$ cat config.mk
export PLATFORM = sky130hd
export DESIGN_NAME = cpu_ctrl
export DESIGN_NICKNAME = d
export VERILOG_FILES = /design/src/rtl/cpu_pkg.sv /design/src/rtl/regfile_4x4.sv /design/src/rtl/cpu_ctrl.sv
export SDC_FILE = /design/constraint.sdc
export NUM_CORES = 1
export LEC_CHECK = 0
export ABC_CLOCK_PERIOD_IN_PS = 2880
export CAP_MARGIN = 30
export CORE_ASPECT_RATIO = 1.1
export CORE_MARGIN = 5
export CORE_UTILIZATION = 32
export DETAILED_ROUTE_END_ITERATION = 10
export HOLD_SLACK_MARGIN = 0.06
export SLEW_MARGIN = 20
export SYNTH_ARGS = -nofsm -noshare
export SYNTH_HDL_FRONTEND = slang
export SYNTH_SLANG_ARGS = --single-unit
$ cat constraint.sdc
create_clock -name clk -period 2.88 [get_ports clk]
set_input_delay 0.576 -clock clk [delete_from_list [all_inputs] [get_ports clk]]
set_output_delay 0.576 -clock clk [all_outputs]
set_load 0.05 [all_outputs]
$ cat src/rtl/cpu_pkg.sv
// ============================================================================
// Module      : cpu_pkg
// Description : Shared opcodes, CTL sub-codes, FSM states and field positions
// Revision    : 1.0 - initial release
// ============================================================================
`default_nettype none

package cpu_pkg;

    localparam logic [1:0] OP_ADD   = 2'b00;
    localparam logic [1:0] OP_NAND  = 2'b01;
    localparam logic [1:0] OP_LDI   = 2'b10;
    localparam logic [1:0] OP_CTL   = 2'b11;

    localparam logic [1:0] SUB_SEQ  = 2'b00;
    localparam logic [1:0] SUB_JMP  = 2'b01;
    localparam logic [1:0] SUB_HALT = 2'b10;
    localparam logic [1:0] SUB_NOP  = 2'b11;

    localparam int OP_LSB = 6;
    localparam int F1_LSB = 4;
    localparam int F2_LSB = 2;
    localparam int F3_LSB = 0;

    typedef enum logic [1:0] {
        ST_FETCH = 2'd0,
        ST_EXEC  = 2'd1,
        ST_WB    = 2'd2,
        ST_HALT  = 2'd3
    } state_t;

    function automatic logic [1:0] fld(input logic [7:0] instr, input int lsb);
        return instr[lsb +: 2];
    endfunction

endpackage

`default_nettype wire

$ cat src/rtl/regfile_4x4.sv
// ============================================================================
// Module      : regfile_4x4
// Description : 4x4-bit register file, two operand reads, one debug read
// Revision    : 1.0 - initial release
// ============================================================================
`default_nettype none

module regfile_4x4 (
    input  logic       clk,
    input  logic       rst_n,
    input  logic       we_i,
    input  logic [1:0] waddr_i,
    input  logic [3:0] wdata_i,
    input  logic [1:0] raddr_a_i,
    input  logic [1:0] raddr_b_i,
    input  logic [1:0] dbg_sel_i,
    output logic [3:0] rdata_a_o,
    output logic [3:0] rdata_b_o,
    output logic [3:0] dbg_data_o
);

    logic [3:0] mem_q [4];

    always_ff @(posedge clk or negedge rst_n) begin
        if (!rst_n) begin
            for (int i = 0; i < 4; i++) begin
                mem_q[i] <= '0;
            end
        end else if (we_i) begin
            mem_q[waddr_i] <= wdata_i;
        end
    end

    assign rdata_a_o  = mem_q[raddr_a_i];
    assign rdata_b_o  = mem_q[raddr_b_i];
    assign dbg_data_o = mem_q[dbg_sel_i];

endmodule

`default_nettype wire

$ cat src/rtl/cpu_ctrl.sv
// ============================================================================
// Module      : cpu_ctrl
// Description : Fetch/exec/writeback sequencer driving the external 4-bit ALU
// Revision    : 1.0 - initial release
// ============================================================================
`default_nettype none

module cpu_ctrl
    import cpu_pkg::*;
#(
    parameter int              PC_W     = 4,
    parameter logic [PC_W-1:0] RESET_PC = '0
) (
    input  logic            clk,
    input  logic            rst_n,
    input  logic            en,
    output logic [PC_W-1:0] imem_addr,
    input  logic [7:0]      imem_data,
    output logic [3:0]      alu_a,
    output logic [3:0]      alu_b,
    output logic            alu_sel,
    input  logic [3:0]      alu_res,
    input  logic            alu_eq,
    input  logic            alu_ovf,
    output logic            ovf_flag,
    output logic            halted,
    input  logic [1:0]      dbg_sel,
    output logic [3:0]      dbg_data
);

    state_t          state_q;
    logic [PC_W-1:0] pc_q;
    logic [PC_W-1:0] pc_d;
    logic [7:0]      instr_q;
    logic [3:0]      res_q;
    logic            eq_q;
    logic            ovf_q;
    logic            ovf_flag_q;
    logic            halted_q;

    logic [1:0]      w_op;
    logic [1:0]      w_sub;
    logic [1:0]      w_rd;
    logic [1:0]      w_ra;
    logic [1:0]      w_rb;
    logic            w_is_ctl;
    logic            w_we;

    assign w_op     = fld(instr_q, OP_LSB);
    assign w_rd     = fld(instr_q, F1_LSB);
    assign w_sub    = fld(instr_q, F3_LSB);
    assign w_is_ctl = (w_op == OP_CTL);

    // CTL compares/jumps on f1/f2; arithmetic reads its sources from f2/f3.
    assign w_ra = w_is_ctl ? fld(instr_q, F1_LSB) : fld(instr_q, F2_LSB);
    assign w_rb = w_is_ctl ? fld(instr_q, F2_LSB) : fld(instr_q, F3_LSB);

    assign w_we = en && (state_q == ST_WB) && !w_is_ctl;

    regfile_4x4 u_regfile (
        .clk        (clk),
        .rst_n      (rst_n),
        .we_i       (w_we),
        .waddr_i    (w_rd),
        .wdata_i    (res_q),
        .raddr_a_i  (w_ra),
        .raddr_b_i  (w_rb),
        .dbg_sel_i  (dbg_sel),
        .rdata_a_o  (alu_a),
        .rdata_b_o  (alu_b),
        .dbg_data_o (dbg_data)
    );

    assign alu_sel   = (w_op == OP_NAND);
    assign imem_addr = pc_q;
    assign ovf_flag  = ovf_flag_q;
    assign halted    = halted_q;

    // JMP target is R[rs], which is exactly what operand A carries for CTL.
    always_comb begin
        pc_d = pc_q + PC_W'(1);
        if (w_is_ctl) begin
            if (w_sub == SUB_SEQ && eq_q) begin
                pc_d = pc_q + PC_W'(2);
            end else if (w_sub == SUB_JMP) begin
                pc_d = PC_W'(alu_a);
            end else if (w_sub == SUB_HALT) begin
                pc_d = pc_q;
            end
        end
    end

    always_ff @(posedge clk or negedge rst_n) begin
        if (!rst_n) begin
            state_q    <= ST_FETCH;
            pc_q       <= RESET_PC;
            instr_q    <= 8'h00;
            res_q      <= '0;
            eq_q       <= 1'b0;
            ovf_q      <= 1'b0;
            ovf_flag_q <= 1'b0;
            halted_q   <= 1'b0;
        end else if (en) begin
            case (state_q)
                ST_FETCH: begin
                    instr_q <= imem_data;
                    state_q <= ST_EXEC;
                end
                ST_EXEC: begin
                    res_q   <= (w_op == OP_LDI) ? instr_q[3:0] : alu_res;
                    eq_q    <= alu_eq;
                    ovf_q   <= alu_ovf;
                    state_q <= ST_WB;
                end
                ST_WB: begin
                    pc_q <= pc_d;
                    if (w_op == OP_ADD) begin
                        ovf_flag_q <= ovf_q;
                    end
                    if (w_is_ctl && w_sub == SUB_HALT) begin
                        halted_q <= 1'b1;
                        state_q  <= ST_HALT;
                    end else begin
                        state_q  <= ST_FETCH;
                    end
                end
                ST_HALT: begin
                    state_q <= ST_HALT;
                end
            endcase
        end
    end

endmodule

`default_nettype wire

==> qor.yml <==
status:
  status: "finished clean"
worst_setup_path:
  cp_common_cell: "buf_4"
  slowest_delay_ns: 0.56
  worst-path-buf-inv: 2
  crit_arrival_ns: 2.20
  r2r_setup_slack_ns: 0.92
  rr_worst_depth: 5
  crit_chain: "and2_4 -> mux2i_1 -> buf_4 -> mux4_1 -> buf_4"
  critPathTopFamily: "multiplexers"
  r2r-end: "imem_addr[3]$_DFFE_PN0P_"
  worstSetupEndpointType: "output pin"
  slowest_stage: "mux4_1"
  critPathKind: "flop to output pin"
  r2r-start: "instr_q[4]$_DFFE_PN0P_"
  path_max_fanout: 10
  critPathRequiredTime_ns: 2.30
  start_kind: "flop"
clock_tree:
  post_cts_buffers: 0
  hold_buffers: 0
  cts_tree: "done"
  clkLatencyLatePin_ns: 0.29
  root_buffer: "clkbuf_8"
  htree_num_levels: 2
  cts_resized: 0
  clock-sinks: 38
  cts_buffers: 5
  clockBufferDepth: 2
  clk_pin_slew_worst_paths_ns: 0.08
cells_and_area:
  area_growth_pct: 28.20
  fin_util_pct: 42.35
  diodes: 0
  layout-drive-gt1-share_pct: 30.67
  final_nets: 245
  fillers: 630
yosys:
  synth-seq-cells: 38
  synth_area_um2: 2178
  ys_warn_count: 0
  synth_top_area_share_pct: 43.65
  syn_nets: 200
  postSynthAreaPerCell_um2: 12.17
  synth_cells: 179
  ys.flop_type: "dfrtp_1"
  synthArstFlopShare_pct: 100.0
  synth-edff-count: 0
  yosysUniqueCellTypes: 43
  synth_top_cell_by_area: "dfrtp_1"
  yosysSeqAreaShare_pct: 43.65
  synthTopCellsByArea: "dfrtp_1 44%, mux2_2 13%, mux4_2 7.2%"
power:
  peakVddDrop_uv: 499.8
  leakage_uw: 0.001218
  power_density_nw_per_um2: 1335
detailed_routing:
  post_drt_wl_per_cell_um: 17.22
  vias_per_cell: 5.306
  drt-total-wl_um: 5287
  detail-route-antenna-nets: 0
  drt_iter0_markers: 109
  num_vias: 1629
  drcViolationCount: 0
  first_pass_iters: 4
global_route:
  grt-ovfl-total: 0
  grt_max_degree: 39
  grt_pass1_wl_um: 8576
  grt.busiest_layer: "met2"
  grt_usage_pct: 13.34
  grt_use_met1_pct: 17.37
  met3_usage_pct: 2.545
  grtUsageMet2_pct: 22.34
  grt_pass1_vias: 1642
  antenna_found_initial: 0
floorplan:
  ios: 38
  die_area_um2: 8559
  placementRows: 31
  placeableCoreArea_um2: 6594
  initial_core_util_pct: 33.04
  die_width_um: 88.67
  die_h_um: 96.54
placed_design:
  place.detailed.hpwl_um: 3935
  io_buffers: 37
  place.gp.congestion: 0.8296
timing:
  drv_slew: 0
  finalSetupViolations: 0
  slew_headroom_pct: 66.92
  period_share_pct: 96.33
  rsz0062_at_grt: "no"
  clock_skew_ns: 0.005337
  fmax_mhz: 360.4
  worstMarginPinSlew_ns: 0.4946
  period_needed_ns: 2.774
  finalSetupTns_ns: 0
  finalHoldViolCount: 0
run:
  drv_cap: 0
min_path:
  holdCritPathClass: "input pin to asynchronous set/reset pin"
-- cell usage in the layout, fill, tap and decap left out, types with 2 or more instances in the layout --
cell type        count
dfrtp_1             37
mux2_2              26
clkdlybuf4s50_1     24
buf_4               16
nand2_1             12
mux2i_1             11
o21ai_0             11
mux4_2               7
nand3_1              7
nor2_1               7
a21oi_1              6
clkbuf_8             5
buf_12               4
a21boi_0             3
a211o_1              3
and2_1               3
and3_1               2
mux4_1               2
nand3b_1             2
o21bai_1             2
nand2b_1             2
xnor2_1              2
nor3b_1              2
a22o_1               2
a22oi_1              2
ha_1                 2
-- synth_stat cells (2+ instances only) --
| cell type | instances |
|---|---|
| nand2_1 | 12 |
| mux2i_1 | 11 |
| dfrtp_1 | 38 |
| mux4_1 | 2 |
| and2_1 | 3 |
| a211o_1 | 3 |
| clkbuf_1 | 4 |
| ha_1 | 2 |
| mux4_2 | 7 |
| o21ai_0 | 11 |
| nand3_1 | 7 |
| nor3b_1 | 2 |
| a22oi_1 | 2 |
| a22o_1 | 2 |
| nor2_1 | 7 |
| buf_6 | 2 |
| mux2_2 | 26 |
| nand3b_1 | 2 |
| and3_1 | 2 |
| o21bai_1 | 2 |
| a21boi_0 | 3 |
| xnor2_1 | 2 |
| a21oi_1 | 6 |
| nand2b_1 | 2 |
-- report_power, final --
part / switching, uW / internal, uW / total, uW / leakage (uW)
sequential: 333 / 774 / 1110 / 0.000479
combinational: 1200 / 974 / 2170 / 0.000687
clock: 190 / 258 / 448 / 0.0000514
total: 1720 / 2010 / 3730 / 0.00122
-- area by class of cell --
cell class	count	area (um2)	share of cell area (%)
clock buffers	6	72.57	2.599
inverters	1	3.754	0.1344
well taps	82	102.6	3.674
clock inverters	2	37.54	1.344
repair buffers	45	445.4	15.95
flip-flops and latches	38	952.2	34.09
multi-input cells	133	1179	42.20
-- worst register-to-register path: stages (launching register included) --
cell	delay [ns]
dfrtp_1	0.46
and3_1	0.25
nor2_2	0.33
mux4_2	0.61
nand2_1	0.10
a31oi_1	0.08
-- registers in the layout, indices dropped and copies added (netlist names) --
| register | count |
|---|---|
| eq_q | 1 |
| u_regfile.mem_q | 16 |
| state_q | 2 |
| imem_addr | 4 |
| halted | 1 |
| ovf_q | 1 |
| instr_q | 8 |
| res_q | 4 |
| ovf_flag | 1 |
-- cell families after synthesis --
family	count (synthesis)	share of synthesized area [%]
fa+ha+maj	2	1.149
simple gates	48	12.75
flops	38	43.65
compound gates	34	10.22
buf+inv	8	2.240
xor+xnor	2	0.8043
mux	47	29.18
-- worst max-delay path by stage --
stage	to	from	depth (start not counted)
global route	alu_b[2]	instr_q[6]$_DFFE_PN0P_	5
global placement	dbg_data[2]	dbg_sel[1]	3
floorplan	alu_b[2]	instr_q[6]$_DFFE_PN0P_	5
finish	alu_b[2]	instr_q[6]$_DFFE_PN0P_	5
detailed placement	dbg_data[3]	dbg_sel[1]	3
CTS	alu_b[2]	instr_q[7]$_DFFE_PN0P_	5
-- layer usage --
metal  vias to the layer above  share of wire (%)
met4                         0                1.4
met3                         5                3.9
met5                         -                  0
met1                       817                 42
li1                        772                  -
met2                        35                 53
-- metrics by stage --
step / area (um2) / hold WS (ns) / std cells / total power, uW / setup slack [ns]
after CTS: 2771 / 0.4302 / 306 / 3753 / 0.05706
after floorplan: 2178 / 0.2804 / 179 / 2567 / 0.3477
after detailed placement: 2661 / 0.4647 / 298 / 3295 / 0.3418
after global placement: 2661 / 0.4690 / 298 / 3266 / 0.3300
after global routing: 2793 / 0.1338 / 307 / 3950 / 0.004246
final: 2793 / 0.1278 / 307 / 3729 / 0.1056
(Power assumes the default switching activity.)
